## config.mk

```make
export PLATFORM = sky130hd
export DESIGN_NAME = sap_mem_unit
export DESIGN_NICKNAME = d
export VERILOG_FILES = /design/src/rtl/sap_mem_unit.sv
export SDC_FILE = /design/constraint.sdc
export NUM_CORES = 1
export LEC_CHECK = 0
export BUFFER_PORTS_ARGS = -buffer_cell sky130_fd_sc_hd__buf_4
export CAP_MARGIN = 0
export CELL_PAD_IN_SITES_DETAIL_PLACEMENT = 1
export CELL_PAD_IN_SITES_GLOBAL_PLACEMENT = 2
export CORE_UTILIZATION = 45
export DETAILED_ROUTE_END_ITERATION = 10
export PLACE_DENSITY_LB_ADDON = 0.1
export RECOVER_POWER = 50
export SETUP_SLACK_MARGIN = 0.1
export SLEW_MARGIN = 5
export SYNTH_ARGS = -nofsm -noshare
export SYNTH_HDL_FRONTEND = slang
export SYNTH_SLANG_ARGS = --single-unit
```

## constraint.sdc

```tcl
create_clock -name clk -period 6.4 [get_ports clk]
set_input_delay 1.28 -clock clk [delete_from_list [all_inputs] [get_ports clk]]
set_output_delay 1.28 -clock clk [all_outputs]
set_load 0.01 [all_outputs]
```

## src/rtl/sap_mem_unit.sv

```systemverilog
// sap_mem_unit: SAP memory stage with MAR, MDR, a 2**ADDR_W x DATA_W RAM
// driven by the sequencer's active-low strobes, and a byte-stream
// programming port that preloads RAM while the CPU is held off.
// Optional build macro: SAP_MEM_CLEAR_ON_RESET_EN (RAM cleared on reset).
module sap_mem_unit #(
    parameter int unsigned ADDR_W = 4,
    parameter int unsigned DATA_W = 8
) (
    input  logic              clk,
    input  logic              resetn,
    input  logic [DATA_W-1:0] bus_in,
    output logic [DATA_W-1:0] bus_out,
    output logic              bus_oe,
    input  logic              mar_addr_load_n,
    input  logic              mar_mem_load_n,
    input  logic              ram_en_n,
    input  logic              ram_load_n,
    input  logic              prog_mode,
    input  logic              prog_valid,
    input  logic [DATA_W-1:0] prog_data,
    output logic              prog_ready,
    output logic              prog_done,
    output logic [ADDR_W-1:0] mar_q
);

    localparam int unsigned DEPTH = 2 ** ADDR_W;

    typedef enum logic [1:0] {
        IDLE = 2'd0,
        LOAD = 2'd1,
        DONE = 2'd2
    } state_t;

    state_t            state_q;
    state_t            state_d;
    logic [ADDR_W-1:0] prog_addr_q;
    logic [ADDR_W-1:0] prog_addr_d;
    logic [DATA_W-1:0] mdr_q;
    logic [DATA_W-1:0] ram [DEPTH];
    logic              cpu_mode;
    logic              prog_we;
    logic              cpu_we;

    // Programming FSM state and load-address register
    always_ff @(posedge clk) begin
        if (!resetn) begin
            state_q     <= IDLE;
            prog_addr_q <= '0;
        end else begin
            state_q     <= state_d;
            prog_addr_q <= prog_addr_d;
        end
    end

    // Next state, programming handshake and CPU-mode qualifier
    always_comb begin
        state_d     = state_q;
        prog_addr_d = prog_addr_q;
        cpu_mode    = 1'b0;
        prog_ready  = 1'b0;
        prog_done   = 1'b0;
        prog_we     = 1'b0;
        case (state_q)
            IDLE: begin
                cpu_mode = 1'b1;
                if (prog_mode) begin
                    state_d     = LOAD;
                    prog_addr_d = '0;
                end
            end
            LOAD: begin
                prog_ready = 1'b1;
                if (prog_valid) begin
                    prog_we     = 1'b1;
                    prog_addr_d = prog_addr_q + ADDR_W'(1);
                    if (prog_addr_q == {ADDR_W{1'b1}}) begin
                        state_d = DONE;
                    end
                end
                // Abort wins: bytes already stored are kept
                if (!prog_mode) begin
                    state_d = IDLE;
                end
            end
            DONE: begin
                prog_done = 1'b1;
                if (!prog_mode) begin
                    state_d = IDLE;
                end
            end
            default: begin
                state_d = IDLE;
            end
        endcase
    end

    assign cpu_we  = cpu_mode & ~ram_load_n;
    assign bus_oe  = cpu_mode & ~ram_en_n;
    assign bus_out = bus_oe ? ram[mar_q] : '0;

    // MAR and MDR capture from the bus; strobes are ignored while programming
    always_ff @(posedge clk) begin
        if (!resetn) begin
            mar_q <= '0;
            mdr_q <= '0;
        end else if (cpu_mode) begin
            if (!mar_addr_load_n) begin
                mar_q <= bus_in[ADDR_W-1:0];
            end
            if (!mar_mem_load_n) begin
                mdr_q <= bus_in;
            end
        end
    end

    // RAM write port; uses pre-edge MAR/MDR so same-edge loads do not race
    always_ff @(posedge clk) begin
        if (!resetn) begin
`ifdef SAP_MEM_CLEAR_ON_RESET_EN
            for (int unsigned i = 0; i < DEPTH; i++) begin
                ram[ADDR_W'(i)] <= '0;
            end
`endif
        end else if (cpu_we) begin
            ram[mar_q] <= mdr_q;
        end else if (prog_we) begin
            ram[prog_addr_q] <= prog_data;
        end
    end

endmodule
```

==> results of run 1 <==
-- where the power goes --
group | switching [mW] | leakage (nW) | internal (mW)
combinational | 0.0787 | 0.798 | 0.0634
clock | 0.357 | 0.282 | 0.638
sequential | 0.00778 | 1.29 | 1.08
total | 0.443 | 2.37 | 1.78
-- through the flow --
step	hold WS (ns)	setup WS, ns	cell area [um^2]
6_report	0.515	2.44	7200
4_1_cts	0.519	2.48	7250
2_1_floorplan	0.477	2.95	6110
3_5_place_dp	0.501	2.48	6660
3_3_place_gp	0.490	2.52	6660
5_1_grt	0.548	2.32	7200
-- cells by family (layout without fill, tap and decap cells) --
| kind of cell | after synthesis | in the layout | share of synthesized area [%] |
|---|---|---|---|
| xor gates and xnor gates | 1 | 1 | 0.143 |
| DFF | 150 | 150 | 70.1 |
| AOI/OAI and AO/OA | 17 | 17 | 1.86 |
| adders and majority gates | 1 | 1 | 0.205 |
| and+or+nand+nor | 66 | 66 | 6.53 |
| muxes | 77 | 77 | 19.4 |
| buffers and inverters | 18 | 89 | 1.80 |
-- tightest hold or removal path, stage by stage, from the launching register on --
cell     delay (ns)
dfxtp_1        0.32
mux2i_1        0.06
nor2b_1        0.09
-- how the worst min path moves through the flow --
| stage | slack [ns] | start | to | cells after the start |
|---|---|---|---|---|
| after global routing | 0.55 | mdr_q[3] | mdr_q[3] | 2 |
| final | 0.52 | mdr_q[1] | mdr_q[1] | 2 |
| after floorplan | 0.48 | mdr_q[0] | mdr_q[0] | 2 |
| after global placement | 0.49 | mdr_q[2] | mdr_q[2] | 2 |
| after CTS | 0.52 | mdr_q[1] | mdr_q[1] | 2 |
| after detailed placement | 0.50 | mdr_q[1] | mdr_q[1] | 2 |
-- cell type report --
class                           instances  area [um^2]
Clock inverter                         13          164
Sequential cell                       150         4290
Timing Repair Buffer                   57          417
Multi-Input combinational cell        162         1680
Clock buffer                           17          425
Fill cell                            1239         6040
Inverter                                2         7.51
Tap cell                              176          220
-- sequential cells by signal, summed over array words and instances, names as in the netlist, named ones only --
register / cells
prog_addr_q: 4
mar_q: 4
mdr_q: 8
ram: 128
state_q: 2
-- per-layer routing --
layer | vias to the layer above | share of wire, %
met2 | 65 | 49
met5 | - | 0
li1 | 1442 | -
met4 | 0 | 1.5
met1 | 1561 | 46
met3 | 17 | 3.7
-- cell usage in the layout, fill, tap and decap left out, types with 2 or more instances in the layout --
cell type / netlist / routed
mux2_2: 10 / 2
o31ai_1: 3 / 3
dfxtp_1: 22 / 21
mux2_1: 0 / 8
buf_4: 7 / 52
or4_1: 2 / 2
nor2b_1: 22 / 22
nor2_1: 7 / 7
mux4_2: 32 / 32
clkinv_1: 0 / 5
nand3_1: 2 / 2
a21oi_1: 2 / 2
nand4b_1: 1 / 2
clkinvlp_4: 0 / 2
o22ai_1: 8 / 8
mux2i_1: 35 / 35
nor3_1: 19 / 21
inv_1: 2 / 2
clkbuf_1: 2 / 3
clkinv_2: 0 / 2
clkbuf_4: 0 / 2
edfxtp_1: 128 / 128
clkbuf_16: 0 / 17
nand2_1: 6 / 6
bufinv_16: 0 / 4
-- Yosys cell counts (2+ instances only) --
master / n
or4_1: 2
nor3_4: 2
o22ai_1: 8
edfxtp_1: 128
nand3_1: 2
a21oi_1: 2
o31ai_1: 3
nor3_1: 19
buf_2: 4
dfxtp_1: 22
nor2b_1: 22
clkbuf_1: 2
inv_1: 2
nand2_1: 6
mux2i_1: 35
buf_4: 7
mux4_2: 32
mux2_2: 10
nor2_1: 7
==> metrics.md, run 1 <==
| Metric | Value |
|---|---|
| Status | finished, violations left |
| Failing checks | max-capacitance violations, max-slew violations |
| CTS tree | yes |
| Hold Vio Cnt, Final | 0 |
| IO Port Bufs | 38 |
| Drt total wl | 12.5 mm |
| Ys flop type | edfxtp_1 |
| Non-Filler Instances | 577 |
| Initial antenna violation count | 0 |
| Max-slew violation count | 9 |
| Most Crowded Layer GR | met2 |
| Final GP Congestion | 0.717 |
| Crit path DAT | 2.68 ns |
| CTS Buf Count | 17 |
| H-tree depth | 4 |
| Grt met1 use | 26.6% |
| Final Power | 2.22 mW |
| CP dominant cell by count | buf_4 |
| CTS Hold Bufs | 0 |
| Resize count post-CTS | 0 |
| Critical path fanouts, max | 8 |
| Die Footprint | 14100 um^2 |
| WP data required | 5.12 ns |
| CP max stage delay | 0.39 ns |
| Initial core utilization | 46.2% |
| Synth-to-Final Area Change | 17.8% |
| I/O Pins | 39 |
| Grt met3 use | 5.12% |
| Initial drt markers | 158 |
| Syn nets | 355 |
| Yosys top cell by area | edfxtp_1 |
| Leakage | 2.37 nW |
| Fmax | 0.253 GHz |
| Placed instance count | 547 |
| Crit path launch type | input port |
| R2R depth | 4 |
| Rel. slew slack | -4.53% |
| CP Class | in2out |
| Instance count on the critical path | 5 |
| Async S/R FF share, synth | 0% |
| Total GRT Usage | 19.8% |
| Hold Crit Class | reg2reg |
| Critical-path cell list | buf_4, nor3_1, nand2_1, o22ai_1, buf_4 |
| Layout cells sized above 1 | 28.9% |
| Synthesized cell area | 6110 um^2 |
| Reg2reg start | state_q[0] |
| Peak supply drop | 0.183 mV |
| First-pass GRT wire length | 19.5 mm |
| Clk sinks | 150 |
| R2R setup slack | 3.55 ns |
| Number of synthesized flops with an enable pin | 128 |
| Clk buf depth | 2 |
| Reg clk slew, reported paths | 0.05 ns |
| Fin crit period | 3.96 ns |
| Vias in the first global route | 3311 |
| Gr ovfl total | 0 |
| Flops & latches, synth | 150 |
| Rows | 42 |
| Area of the core | 13200 um^2 |
| Via Count | 3085 |
| RR Endpoint | ram[3][0] |
| Setup violators final | 0 |
| Mean Syn Cell Area | 18.5 um^2 |
| Worst Setup SP | ram_en_n |
| Die span in x | 119 um |
| Crit. End Element | primary output |
| 1st-pass router iterations | 4 |
| Bufs and invs on worst path | 2 |
| Setup TNS Final | 0 ns |
| Detail Route Antenna Nets | 0 |
| WL per Instance | 21.6 um |
| DP HPWL | 8.14 mm |
| Ys Warns | 0 |
| Crit path to | bus_out[7] |
| ANT cells | 0 |
| Final nets | 415 |
| Register area share after synthesis | 70.1% |
| Clk Latency, worst-skew pair | 0.42 ns |
| Crit path max-delay family | simple AND/OR/NAND/NOR gates |
| Post-CTS Setup Bufs | 0 |
| Largest cells by area after synthesis | edfxtp_1, mux4_2, dfxtp_1 |
| RSZ-0062 raised after global routing | no |
| Synth top area share | 62.9% |
| GR Util met2 | 31.0% |
| Slowest-stage cell, CP | nor3_1 |
| Post-route DRC | 0 |
| Maxcap violations | 1 |
| Syn Inst Count | 330 |
| Largest net degree at the start of global routing | 32 |
| Crit share post-route | 61.9% |
| Utilization after layout | 54.4% |
| Via density | 5.35 |
| Clk root buf | clkbuf_16 |
| Die Ht | 119 um |
| Power density cells | 309 nW/um^2 |
| Yosys cell types | 34 |
| Worst slew pin tran | 1.56 ns |
| Setup Skew | 0.00866 ns |
Power figures use the tool's default switching activity.
==> run 2, diff against run 1 <==
--- a/config.mk
+++ b/config.mk
@@ -9,7 +9,7 @@
 export CAP_MARGIN = 0
 export CELL_PAD_IN_SITES_DETAIL_PLACEMENT = 1
 export CELL_PAD_IN_SITES_GLOBAL_PLACEMENT = 2
-export CORE_UTILIZATION = 45
+export CORE_UTILIZATION = 41
 export DETAILED_ROUTE_END_ITERATION = 10
 export PLACE_DENSITY_LB_ADDON = 0.1
 export RECOVER_POWER = 50
==> constraint.sdc (replaced) <==
create_clock -name clk -period 3.4 [get_ports clk]
set_input_delay 0.68 -clock clk [delete_from_list [all_inputs] [get_ports clk]]
set_output_delay 0.68 -clock clk [all_outputs]
set_load 0.01 [all_outputs]
==> metrics.md, run 2 (synthesized netlist as in run 1, its figures left out) <==
| Metric | Value |
|---|---|
| Drt total wl | 13.1 mm (+5.2%) |
| Crit path max-delay family | multiplexers |
| DP HPWL | 8.74 mm (+7.4%) |
| Crit. End Element | primary output |
| Total GRT Usage | 18.8% (-1.0 points) |
| Initial core utilization | 42.1% (-4.1 points) |
| Bufs and invs on worst path | 2 (unchanged) |
| Via density | 5.42 (+1.3%) |
| H-tree depth | 4 (unchanged) |
| Psw | 0.855 mW (+93%) |
| Initial drt markers | 204 (+29%) |
| WP data required | 2.72 ns (-2.40 ns) |
| IO Port Bufs | 38 (unchanged) |
| Commonest non-fill, non-tap cell in the layout | edfxtp_1 |
| Fill cells | 1404 (+13%) |
| Resize count post-CTS | 0 (unchanged) |
| CTS Buf Count | 17 (unchanged) |
| Largest Register | ram |
| Final Power | 4.18 mW (+88%) |
| Leakage | 2.38 nW (+0.41%) |
| Hold Vio Cnt, Final | 0 (unchanged) |
| Final nets | 418 (+0.72%) |
| Setup Skew | 0.00722 ns (-0.00144 ns) |
| Critical path fanouts, max | 22 (+14) |
| Setup TNS Final | 0 ns (unchanged) |
| Clk Latency, worst-skew pair | 0.41 ns (about the same) |
| Gr ovfl total | 0 (unchanged) |
| I/O Pins | 39 (unchanged) |
| Fin crit period | 3.14 ns |
| Detail Route Antenna Nets | 0 (unchanged) |
| Synth-to-Final Area Change | 18.4% |
| Crit share post-route | 92.4% |
| 1st-pass router iterations | 4 (unchanged) |
| Rows | 44 (+4.8%) |
| CP max stage delay | 0.56 ns (+0.17 ns) |
| Reg clk slew, reported paths | 0.06 ns (about the same) |
| Sw Share | 20.5% (+0.54 points) |
| Clock power share | 44.5% (-0.2 points) |
| Critical-path cell list | buf_12, mux4_2, mux2i_1, o22ai_1, buf_4 |
| CP Class | reg2out |
| First-pass GRT wire length | 19.7 mm (+1.3%) |
| Hold Crit Class | reg2reg |
| Hold Crit Start | mdr_q[7] |
| Final GP Congestion | 0.702 (-2.0%) |
| Area of the core | 14500 um^2 (+9.8%) |
| ANT cells | 0 (unchanged) |
| RSZ-0062 raised after global routing | no |
| Die span in x | 124 um (+4.7%) |
| CTS tree | yes |
| Status | completed |
| CTS Hold Bufs | 0 (unchanged) |
| Power density cells | 577 nW/um^2 (+87%) |
| Comb pwr share | 6.4% (about the same) |
| Peak supply drop | 0.317 mV (+73%) |
| Largest net degree at the start of global routing | 23 (-28%) |
| Via Count | 3197 (+3.6%) |
| Slowest-stage cell, CP | dfxtp_2 |
| Largest registers | ram: 128 flops, mdr_q: 8 flops |
| Clk buf depth | 2 (unchanged) |
| P_int | 3.32 mW (+87%) |
| Crit path launch type | flop |
| Maxcap violations | 0 (-1) |
| Worst slew pin tran | 1.46 ns (-0.0999 ns) |
| Post-CTS Setup Bufs | 0 (unchanged) |
| Reg2reg start | state_q[1] |
| Clk sinks | 150 (unchanged) |
| Max-slew violation count | 0 (-9) |
| Initial antenna violation count | 0 (unchanged) |
| Die Footprint | 15400 um^2 (+9.6%) |
| Rel. slew slack | 2.19% (+6.7 points) |
| Max reg flops | 128 (unchanged) |
| Die Ht | 124 um (+4.7%) |
| Post-route DRC | 0 (unchanged) |
| Fmax | 0.318 GHz |
| Crit path DAT | 2.46 ns (-0.22 ns) |
| Setup violators final | 0 (unchanged) |
| Vias in the first global route | 3373 (+1.9%) |
| Clk root buf | clkbuf_16 |
| WL per Instance | 22.3 um (+2.9%) |
| Sequential Power Share | 49.1% (+0.2 points) |
| Commonest non-fill, non-tap cells in the layout | edfxtp_1, buf_4, mux2i_1 |
| Layout cells sized above 1 | 29.3% (+0.38 points) |
-- run 2: worst paths after layout --
| kind | endpoint | slack (ns) | cells past startpoint |
|---|---|---|---|
| worst max-delay path | bus_out[7] | 0.26 | 5 |
| worst min-delay path | mdr_q[7] | 0.52 | 2 |
| worst max register to register | ram[13][2] | 0.44 | 5 |
| worst min register to register | mdr_q[7] | 0.52 | 2 |
-- run 2: through the flow --
step	setup WS, ns	utilization, %	area (um^2)	cells	hold WS (ns)
detailed placement	0.668	46.1	6700	558	0.505
finish	0.258	49.8	7230	590	0.516
floorplan	0.983	-	6110	330	0.477
CTS	0.204	50.2	7290	590	0.514
global route	0.132	49.8	7230	590	0.536
global placement	0.710	46.1	6700	558	0.490
-- run 2: worst reg2reg max path: cells and delay by family, from the launching register on --
family	cells	cell delay, ns
and+or+nand+nor	2	1.18
muxes	1	0.64
DFF	1	0.31
buffers and inverters	2	0.52
-- run 2: power by group through the flow --
stage	Sequential (mW)	Combinational [mW]	Clock, mW
finish	2.05	0.266	1.86
global route	2.05	0.292	1.96
CTS	2.05	0.281	1.89
detailed placement	2.09	0.280	0
global placement	2.09	0.276	0
floorplan	2.08	0.176	0
-- run 2: layout make-up --
cell class                 count  area, um^2  area share [%]
inverter                       2        7.51           0.104
tap                          184         230            3.18
clock inverter                10         133            1.83
timing repair buffer          60         444            6.14
clock buffer                  22         454            6.28
multi-input combinational    162        1680            23.2
sequential                   150        4290            59.2
-- run 2: metal layers --
metal / part of all wire, % / GRT usage, % / wire length [um]
met1: 45 / 24.8 / 5910
met2: 49 / 30.2 / 6480
met3: 4.3 / 4.67 / 568
met4: 1.4 / 6.32 / 182
met5: 0 / 0 / 0
